==> src/rtl/uart_time_rx.sv <==
// 8N1 UART receiver that reassembles 3-byte {min, seg, cent} time frames.
// Optional feature macro: UART_TIME_RX_RANGE_CHECK_EN (reject out-of-range frames).
module uart_time_rx #(
    parameter int CLK_FREQ     = 50000000,
    parameter int BAUD         = 115200,
    parameter int TIMEOUT_BITS = 20
) (
    input  logic       clk,
    input  logic       reset,
    input  logic       i_rx_pin,
    output logic [3:0] o_min,
    output logic [5:0] o_seg,
    output logic [6:0] o_cent,
    output logic       o_valid,
    output logic       o_frame_err,
    output logic       o_busy
);

    localparam int CLKS_PER_BIT = CLK_FREQ / BAUD;
    localparam int HALF_BIT     = CLKS_PER_BIT / 2;
    localparam int BIT_CNT_W    = $clog2(CLKS_PER_BIT + 1);
    localparam int GAP_TC       = TIMEOUT_BITS * CLKS_PER_BIT;
    localparam int GAP_W        = $clog2(GAP_TC + 1);

    localparam logic [BIT_CNT_W-1:0] BIT_RELOAD  = BIT_CNT_W'(CLKS_PER_BIT - 1);
    localparam logic [BIT_CNT_W-1:0] HALF_RELOAD = BIT_CNT_W'(HALF_BIT);
    localparam logic [GAP_W-1:0]     GAP_RELOAD  = GAP_W'(GAP_TC);

    // state   | meaning
    // B_IDLE  | line idle, waiting for a falling edge
    // B_START | timing to mid start bit to confirm it
    // B_DATA  | sampling 8 data bits, LSB first
    // B_STOP  | sampling the stop bit
    // F_MIN / F_SEG / F_CENT | next byte expected is minutes / seconds / hundredths
    localparam logic [1:0] B_IDLE  = 2'd0;
    localparam logic [1:0] B_START = 2'd1;
    localparam logic [1:0] B_DATA  = 2'd2;
    localparam logic [1:0] B_STOP  = 2'd3;

    localparam logic [1:0] F_MIN  = 2'd0;
    localparam logic [1:0] F_SEG  = 2'd1;
    localparam logic [1:0] F_CENT = 2'd2;

    logic                 rx_meta_q, rx_sync_q;
    logic [1:0]           bit_state_q, bit_state_d;
    logic [BIT_CNT_W-1:0] bit_cnt_q, bit_cnt_d;
    logic [2:0]           bit_idx_q, bit_idx_d;
    logic [7:0]           shreg_q, shreg_d;
    logic                 byte_rdy_q, byte_rdy_d;
    logic                 stop_err_q, stop_err_d;

    logic [1:0]           frame_q, frame_d;
    logic [GAP_W-1:0]     gap_q, gap_d;
    logic [3:0]           min_q, min_d;
    logic [5:0]           seg_q, seg_d;
    logic [3:0]           out_min_q, out_min_d;
    logic [5:0]           out_seg_q, out_seg_d;
    logic [6:0]           out_cent_q, out_cent_d;
    logic                 valid_q, valid_d;
    logic                 ferr_q, ferr_d;
    logic                 bit_tick;
    logic                 gap_counting;
    logic                 timeout;
    logic                 frame_ok;
`ifdef UART_TIME_RX_RANGE_CHECK_EN
    logic                 bad_q, bad_d;
`endif

    assign bit_tick = (bit_cnt_q == '0);

    always_comb begin
        bit_state_d = bit_state_q;
        bit_cnt_d   = bit_cnt_q;
        bit_idx_d   = bit_idx_q;
        shreg_d     = shreg_q;
        byte_rdy_d  = 1'b0;
        stop_err_d  = 1'b0;
        case (bit_state_q)
            B_IDLE: begin
                if (!rx_sync_q) begin
                    bit_state_d = B_START;
                    bit_cnt_d   = HALF_RELOAD;
                end
            end
            B_START: begin
                if (bit_tick) begin
                    if (!rx_sync_q) begin
                        bit_state_d = B_DATA;
                        bit_cnt_d   = BIT_RELOAD;
                        bit_idx_d   = 3'd0;
                    end else begin
                        bit_state_d = B_IDLE;
                    end
                end else begin
                    bit_cnt_d = bit_cnt_q - 1'b1;
                end
            end
            B_DATA: begin
                if (bit_tick) begin
                    shreg_d   = {rx_sync_q, shreg_q[7:1]};
                    bit_cnt_d = BIT_RELOAD;
                    if (bit_idx_q == 3'd7) begin
                        bit_state_d = B_STOP;
                    end else begin
                        bit_idx_d = bit_idx_q + 1'b1;
                    end
                end else begin
                    bit_cnt_d = bit_cnt_q - 1'b1;
                end
            end
            B_STOP: begin
                if (bit_tick) begin
                    bit_state_d = B_IDLE;
                    if (rx_sync_q) begin
                        byte_rdy_d = 1'b1;
                    end else begin
                        stop_err_d = 1'b1;
                    end
                end else begin
                    bit_cnt_d = bit_cnt_q - 1'b1;
                end
            end
            default: bit_state_d = B_IDLE;
        endcase
    end

    // shreg_q is stable while byte_rdy_q is high: shifting only happens in B_DATA.
    assign gap_counting = (frame_q != F_MIN) && (bit_state_q == B_IDLE);
    assign timeout      = gap_counting && (gap_q == GAP_W'(1));

`ifdef UART_TIME_RX_RANGE_CHECK_EN
    assign frame_ok = !bad_q && !shreg_q[7] && (shreg_q[6:0] <= 7'd99);
`else
    assign frame_ok = 1'b1;
`endif

    always_comb begin
        frame_d    = frame_q;
        min_d      = min_q;
        seg_d      = seg_q;
        out_min_d  = out_min_q;
        out_seg_d  = out_seg_q;
        out_cent_d = out_cent_q;
        valid_d    = 1'b0;
        ferr_d     = 1'b0;
`ifdef UART_TIME_RX_RANGE_CHECK_EN
        bad_d      = bad_q;
`endif
        if (byte_rdy_q || (frame_q == F_MIN)) begin
            gap_d = GAP_RELOAD;
        end else if (gap_counting && (gap_q != '0)) begin
            gap_d = gap_q - 1'b1;
        end else begin
            gap_d = gap_q;
        end

        if (byte_rdy_q) begin
            case (frame_q)
                F_MIN: begin
                    min_d   = shreg_q[3:0];
                    frame_d = F_SEG;
`ifdef UART_TIME_RX_RANGE_CHECK_EN
                    bad_d   = |shreg_q[7:4];
`endif
                end
                F_SEG: begin
                    seg_d   = shreg_q[5:0];
                    frame_d = F_CENT;
`ifdef UART_TIME_RX_RANGE_CHECK_EN
                    bad_d   = bad_q | (|shreg_q[7:6]) | (shreg_q[5:0] > 6'd59);
`endif
                end
                F_CENT: begin
                    frame_d = F_MIN;
                    if (frame_ok) begin
                        out_min_d  = min_q;
                        out_seg_d  = seg_q;
                        out_cent_d = shreg_q[6:0];
                        valid_d    = 1'b1;
                    end else begin
                        ferr_d = 1'b1;
                    end
                end
                default: frame_d = F_MIN;
            endcase
        end else if (stop_err_q || timeout) begin
            ferr_d  = 1'b1;
            frame_d = F_MIN;
        end
    end

    always_ff @(posedge clk) begin
        if (reset) begin
            rx_meta_q   <= 1'b1;
            rx_sync_q   <= 1'b1;
            bit_state_q <= B_IDLE;
            bit_cnt_q   <= '0;
            bit_idx_q   <= 3'd0;
            shreg_q     <= 8'd0;
            byte_rdy_q  <= 1'b0;
            stop_err_q  <= 1'b0;
            frame_q     <= F_MIN;
            gap_q       <= GAP_RELOAD;
            min_q       <= 4'd0;
            seg_q       <= 6'd0;
            out_min_q   <= 4'd0;
            out_seg_q   <= 6'd0;
            out_cent_q  <= 7'd0;
            valid_q     <= 1'b0;
            ferr_q      <= 1'b0;
`ifdef UART_TIME_RX_RANGE_CHECK_EN
            bad_q       <= 1'b0;
`endif
        end else begin
            rx_meta_q   <= i_rx_pin;
            rx_sync_q   <= rx_meta_q;
            bit_state_q <= bit_state_d;
            bit_cnt_q   <= bit_cnt_d;
            bit_idx_q   <= bit_idx_d;
            shreg_q     <= shreg_d;
            byte_rdy_q  <= byte_rdy_d;
            stop_err_q  <= stop_err_d;
            frame_q     <= frame_d;
            gap_q       <= gap_d;
            min_q       <= min_d;
            seg_q       <= seg_d;
            out_min_q   <= out_min_d;
            out_seg_q   <= out_seg_d;
            out_cent_q  <= out_cent_d;
            valid_q     <= valid_d;
            ferr_q      <= ferr_d;
`ifdef UART_TIME_RX_RANGE_CHECK_EN
            bad_q       <= bad_d;
`endif
        end
    end

    assign o_min       = out_min_q;
    assign o_seg       = out_seg_q;
    assign o_cent      = out_cent_q;
    assign o_valid     = valid_q;
    assign o_frame_err = ferr_q;
    assign o_busy      = (bit_state_q != B_IDLE) || (frame_q != F_MIN);

endmodule

==> config.mk <==
export PLATFORM = sky130hd
export DESIGN_NAME = uart_time_rx
export DESIGN_NICKNAME = d
export VERILOG_FILES = /design/src/rtl/uart_time_rx.sv
export SDC_FILE = /design/constraint.sdc
export NUM_CORES = 1
export LEC_CHECK = 0
export ABC_AREA = 1
export CAP_MARGIN = 20
export CELL_PAD_IN_SITES_DETAIL_PLACEMENT = 0
export CELL_PAD_IN_SITES_GLOBAL_PLACEMENT = 1
export CORE_AREA = 2 2 88 90
export DETAILED_ROUTE_END_ITERATION = 6
export DIE_AREA = 0 0 90 92
export PLACE_DENSITY = 0.84
export SLEW_MARGIN = 20
export SYNTH_ARGS = -nofsm -noshare
export SYNTH_HDL_FRONTEND = slang
export SYNTH_SLANG_ARGS = --single-unit
==> constraint.sdc <==
create_clock -name clk -period 2.56 [get_ports clk]
set_clock_uncertainty 0.1 [all_clocks]
set_input_delay 0.512 -clock clk [delete_from_list [all_inputs] [get_ports clk]]
set_output_delay 0.512 -clock clk [all_outputs]
set_load 0.02 [all_outputs]
# Word level (Yosys, flattened, before mapping)
# Index checks and enable logic that the tools add are counted.
# totals
word_cells,89
output_inout_bits,20
input_bits,3
regBits,71
# op_classes
n_reduce_logical,25
bitwise_logic,3
n_eq_ne,16
add_sub_neg,3
mux,25
# ops
operator,n
$mux W9,5
$pmux W9 S4,1
$mux W2,8
$ne A2 B2 Y1 const B,8
$eq A14 B1 Y1 const B,1
$reduce_bool A14 Y1,1
$sub A14 B1 Y14 const B,1
$mux W3,4
$reduce_and A5 Y1,2
$logic_not A9 Y1,1
$sub A9 B1 Y9 const B,1
$pmux W2 S4,1
$reduce_and A2 Y1,4
$reduce_bool A2 Y1,4
$eq A2 B2 Y1 const B,3
$pmux W3 S2,1
$reduce_or A2 Y1,3
$eq A2 B1 Y1 const B,2
$logic_not A2 Y1,2
$mux W1,4
$pmux W2 S2,1
$add A3 B1 Y3 const B,1
$eq A3 B3 Y1 const B,1
$logic_and A1 B1 Y1,3
5 further kinds,9

# Logic depth before layout (Yosys ltp)
# depth
word_depth,6
mapped_depth,11
ltp_nobuf,11

# Worst setup path after synthesis
# No wires, ideal clock.
# synth_path
path_kind,register to register
startpoint,reg bit_state_q[0]
endpoint,reg bit_idx_q[2]
required_ns,2.328
arrival_ns,1.346
slack_ns,0.983
path_stages_with_launch,9
path_buffers,0
synth_period_minus_slack_ns,1.577
cell_sequence,dfxtp_1 inv_1 ha_1 inv_1 nor2_1 o21a_1 nand2_1 a21oi_1 nor3_1
# synth_between
elab_chain_cells,3
# synth_lines
item,line_no,rtl
start: declaration,45,"logic [1:0] bit_state_q, bit_state_d;"
start signal: assignment,217,bit_state_q <= bit_state_d;
$eq A2 B2 Y1 or $eq A2 B1 Y1 (tied branches),78,case (bit_state_q)
$ne A2 B2 Y1 (no line) or $reduce_bool A2 Y1 (tied branches),--,
$reduce_and A5 Y1 (no line),--,
end signal: assignment,219,bit_idx_q <= bit_idx_d;
end: declaration,47,"logic [2:0] bit_idx_q, bit_idx_d;"
# Several ways; a longest one is shown, not always the timed one.
# A chain may end at the register's enable or synchronous reset.

# Worst setup path in the final report
# layout_path
startpoint,reg bit_state_q[0]
endpoint,out o_busy
# layout_between
elab_chain_cells,2
# layout_lines
item,line_no,rtl
$reduce_bool A2 Y1,243,assign o_busy = (bit_state_q != B_IDLE) || (frame_q != F_MIN);
$logic_or A1 B1 Y1,243,
end: declaration,16,output logic o_busy
# No other way between the ends.

==> flow_metrics.py <==
metrics = {
    "sta": {
        "tightestPinTransition_ps": 618,
        "period_minus_slack_ps": 2420,
        "finalSetupTns_ps": 0,
        "finalWorstSetupSlack_ps": 138,
        "setup_viol": 0,
        "final.period_utilization_pct": 94.6,
        "max_freq_ghz": 0.413,
        "slew_viol_final": 0,
        "hold_viol_final": 0,
        "rsz0062_at_grt": "no",
        "max_slew_margin_pct": 58.8,
    },
    "detailed_routing": {
        "wl_per_cell_um": 11.4,
        "drtAntennaViolNets": 0,
        "drt_wl_total_um": 6590,
        "vias": 2834,
        "drc_errors": 0,
        "first_iter_violations": 99,
        "first_pass_iters": 4,
        "vias_per_cell": 4.89,
    },
    "clock_tree": {
        "cts_setup_buffers": 0,
        "post_cts_resize_count": 0,
        "cts_buffer_depth": 2,
        "clk_pin_slew_ps": 80,
        "cts_tree": "built",
        "clk_latency_ps": 350,
        "numCtsBuffers": 9,
        "cts_hold_buf": 0,
        "cts_root_buf": "clkbuf_8",
        "htree_levels": 3,
        "cts_sinks": 71,
    },
    "final_layout": {
        "final_layout_size_suffix_gt1_share_pct": 9.00,
        "final_net_count": 487,
        "syn_to_final_growth_pct": 16.2,
        "n_fill_cell": 766,
        "diodes": 0,
    },
    "critical_path": {
        "worst-setup-path-type": "flop to primary output",
        "worstPathRequired_ps": 1950,
        "cp.arrival_ps": 1810,
        "crit_fanout": 5,
        "endpoint_kind": "primary output",
        "start_kind": "flop",
    },
    "global_routing": {
        "grt_pass1_wl_um": 11500,
        "track_usage_pct": 17.1,
        "grt_pass1_vias": 2536,
        "overflow": 0,
        "antenna_found_initial": 0,
        "grt_max_degree": 42,
    },
    "floorplan": {
        "io_pins": 23,
        "die_h_um": 92,
        "initial_core_util_pct": 43.8,
        "die_area_mm2": 0.00828,
        "core-area_mm2": 0.00745,
        "die_x_um": 90,
        "row_count": 32,
    },
    "placement": {
        "hpwlAfterDp_um": 4650,
        "port_buffers": 22,
        "gp_congestion": 0.898,
        "dp_slack_ps": 495,
    },
    "synthesis": {
        "synth.yosys.warnings": 0,
        "synth_area_leaders": "dfxtp_1 (44%), nand2_1 (8.9%), nor2_1 (8.3%)",
        "synth_seq_area_share_pct": 43.6,
        "netlist_area_mm2": 0.00326,
        "syn-num-nets": 463,
        "yosys-top-cells-count": "nand2_1 (77), nor2_1 (72), dfxtp_1 (71)",
        "postSynthCellCount": 449,
        "synth_top_area_share_pct": 43.6,
        "synth_seq_cells": 71,
        "postSynth.asyncResetShare_pct": 0,
        "synth_enable_flop_cells": 0,
        "post-synth-top-area-cell": "dfxtp_1",
        "yosysMostFrequentCell": "nand2_1",
        "synthFlopType": "dfxtp_1",
        "synth.avg_cell_area_um2": 7.26,
        "ys_types": 33,
    },
    "run": {
        "cap_viol_max_count": 0,
    },
    "power_and_ir_drop": {
        "power.leakage_nw": 1.55,
        "ir_drop_mv": 0.324,
        "p_per_area_mw_per_mm2": 690,
    },
    "run_status": {
        "outcome": "finished, final reports clean",
    },
    "hold_path": {
        "hp-class": "flop to flop",
    },
}
path summary, 6_finish.rpt:
check / from / endpoint / slack [ps] / cells past startpoint
max reg2reg: bit_state_q[0]$_SDFFE_PP0P_ / bit_idx_q[1]$_SDFFE_PP0P_ / 690 / 8
min: rx_meta_q$_SDFF_PP1_ / rx_sync_q$_SDFF_PP1_ / 320 / 1
min reg2reg: rx_meta_q$_SDFF_PP1_ / rx_sync_q$_SDFF_PP1_ / 320 / 1
max: bit_state_q[0]$_SDFFE_PP0P_ / o_busy / 140 / 4
cells by family after synthesis:
kind of cell             after synthesis  synth area share, %
XOR/XNOR                               6                 1.61
AND/OR/NAND/NOR                      205                 27.1
flip-flops                            71                 43.6
AO/OA/AOI/OAI                         95                 15.5
buffers and inverters                 61                 7.98
adder cells (fa/ha/maj)               11                 4.22
cell type report:
type	count	area [µm²]	area share, %
timing repair buffer	26	250	6.60
multi-input combinational	317	1580	41.7
tap	102	128	3.37
inverter	48	183	4.82
sequential	71	1420	37.5
clock buffer	9	124	3.27
clock inverter	7	104	2.74
power breakdown:
part	total [mW]	leakage [nW]	internal (mW)	switching (mW)
sequential	1.18	0.574	1.14	0.0358
combinational	0.421	0.861	0.144	0.277
clock	1.02	0.114	0.560	0.459
stage by stage:
| step | std cells | power, mW | util [%] | hold slack, ps | area (µm²) |
|---|---|---|---|---|---|
| 2_1_floorplan | 449 | 1.54 | - | 289 | 3260 |
| 3_3_place_gp | 564 | 1.61 | 47.8 | 293 | 3560 |
| 3_5_place_dp | 564 | 1.62 | 47.8 | 296 | 3560 |
| 4_1_cts | 580 | 2.65 | 50.9 | 320 | 3790 |
| 5_1_grt | 580 | 2.77 | 50.9 | 328 | 3790 |
| 6_report | 580 | 2.62 | 50.9 | 316 | 3790 |
sequential cells by signal, indices dropped and copies added, names as in the netlist, 2 cells and up, named ones only:
register / count
o_min: 4
seg_q: 6
bit_cnt_q: 9
o_seg: 6
gap_q: 14
bit_idx_q: 3
min_q: 4
o_cent: 7
frame_q: 2
shreg_q: 8
metal layers:
| metal | part of all wire, % | up-vias | global-route usage [%] |
|---|---|---|---|
| met5 | 0 | - | 0 |
| met4 | 2.0 | 0 | 8.85 |
| met3 | 2.9 | 12 | 2.47 |
| met2 | 46 | 45 | 28.6 |
| met1 | 49 | 1276 | 21.5 |
| li1 | - | 1501 | - |
critical path: stages, from the launching register on:
cell,delay (ps)
dfxtp_1,410
inv_1,120
ha_1,250
nand2_1,90
clkdlybuf4s50_1,600
cell usage in the layout (no fill, tap or decap), drive strengths merged, types with 5 or more instances in the layout:
master	Yosys	layout
xor2	5	5
o21ai	45	45
dfxtp	71	71
nand3	29	29
nand2	84	84
ha	11	11
clkdlybuf4s50	0	22
nor2	77	77
inv	48	50
nor3	6	6
clkbuf	8	9
a21oi	46	46
No activity file was read; power rests on OpenSTA's default activity.
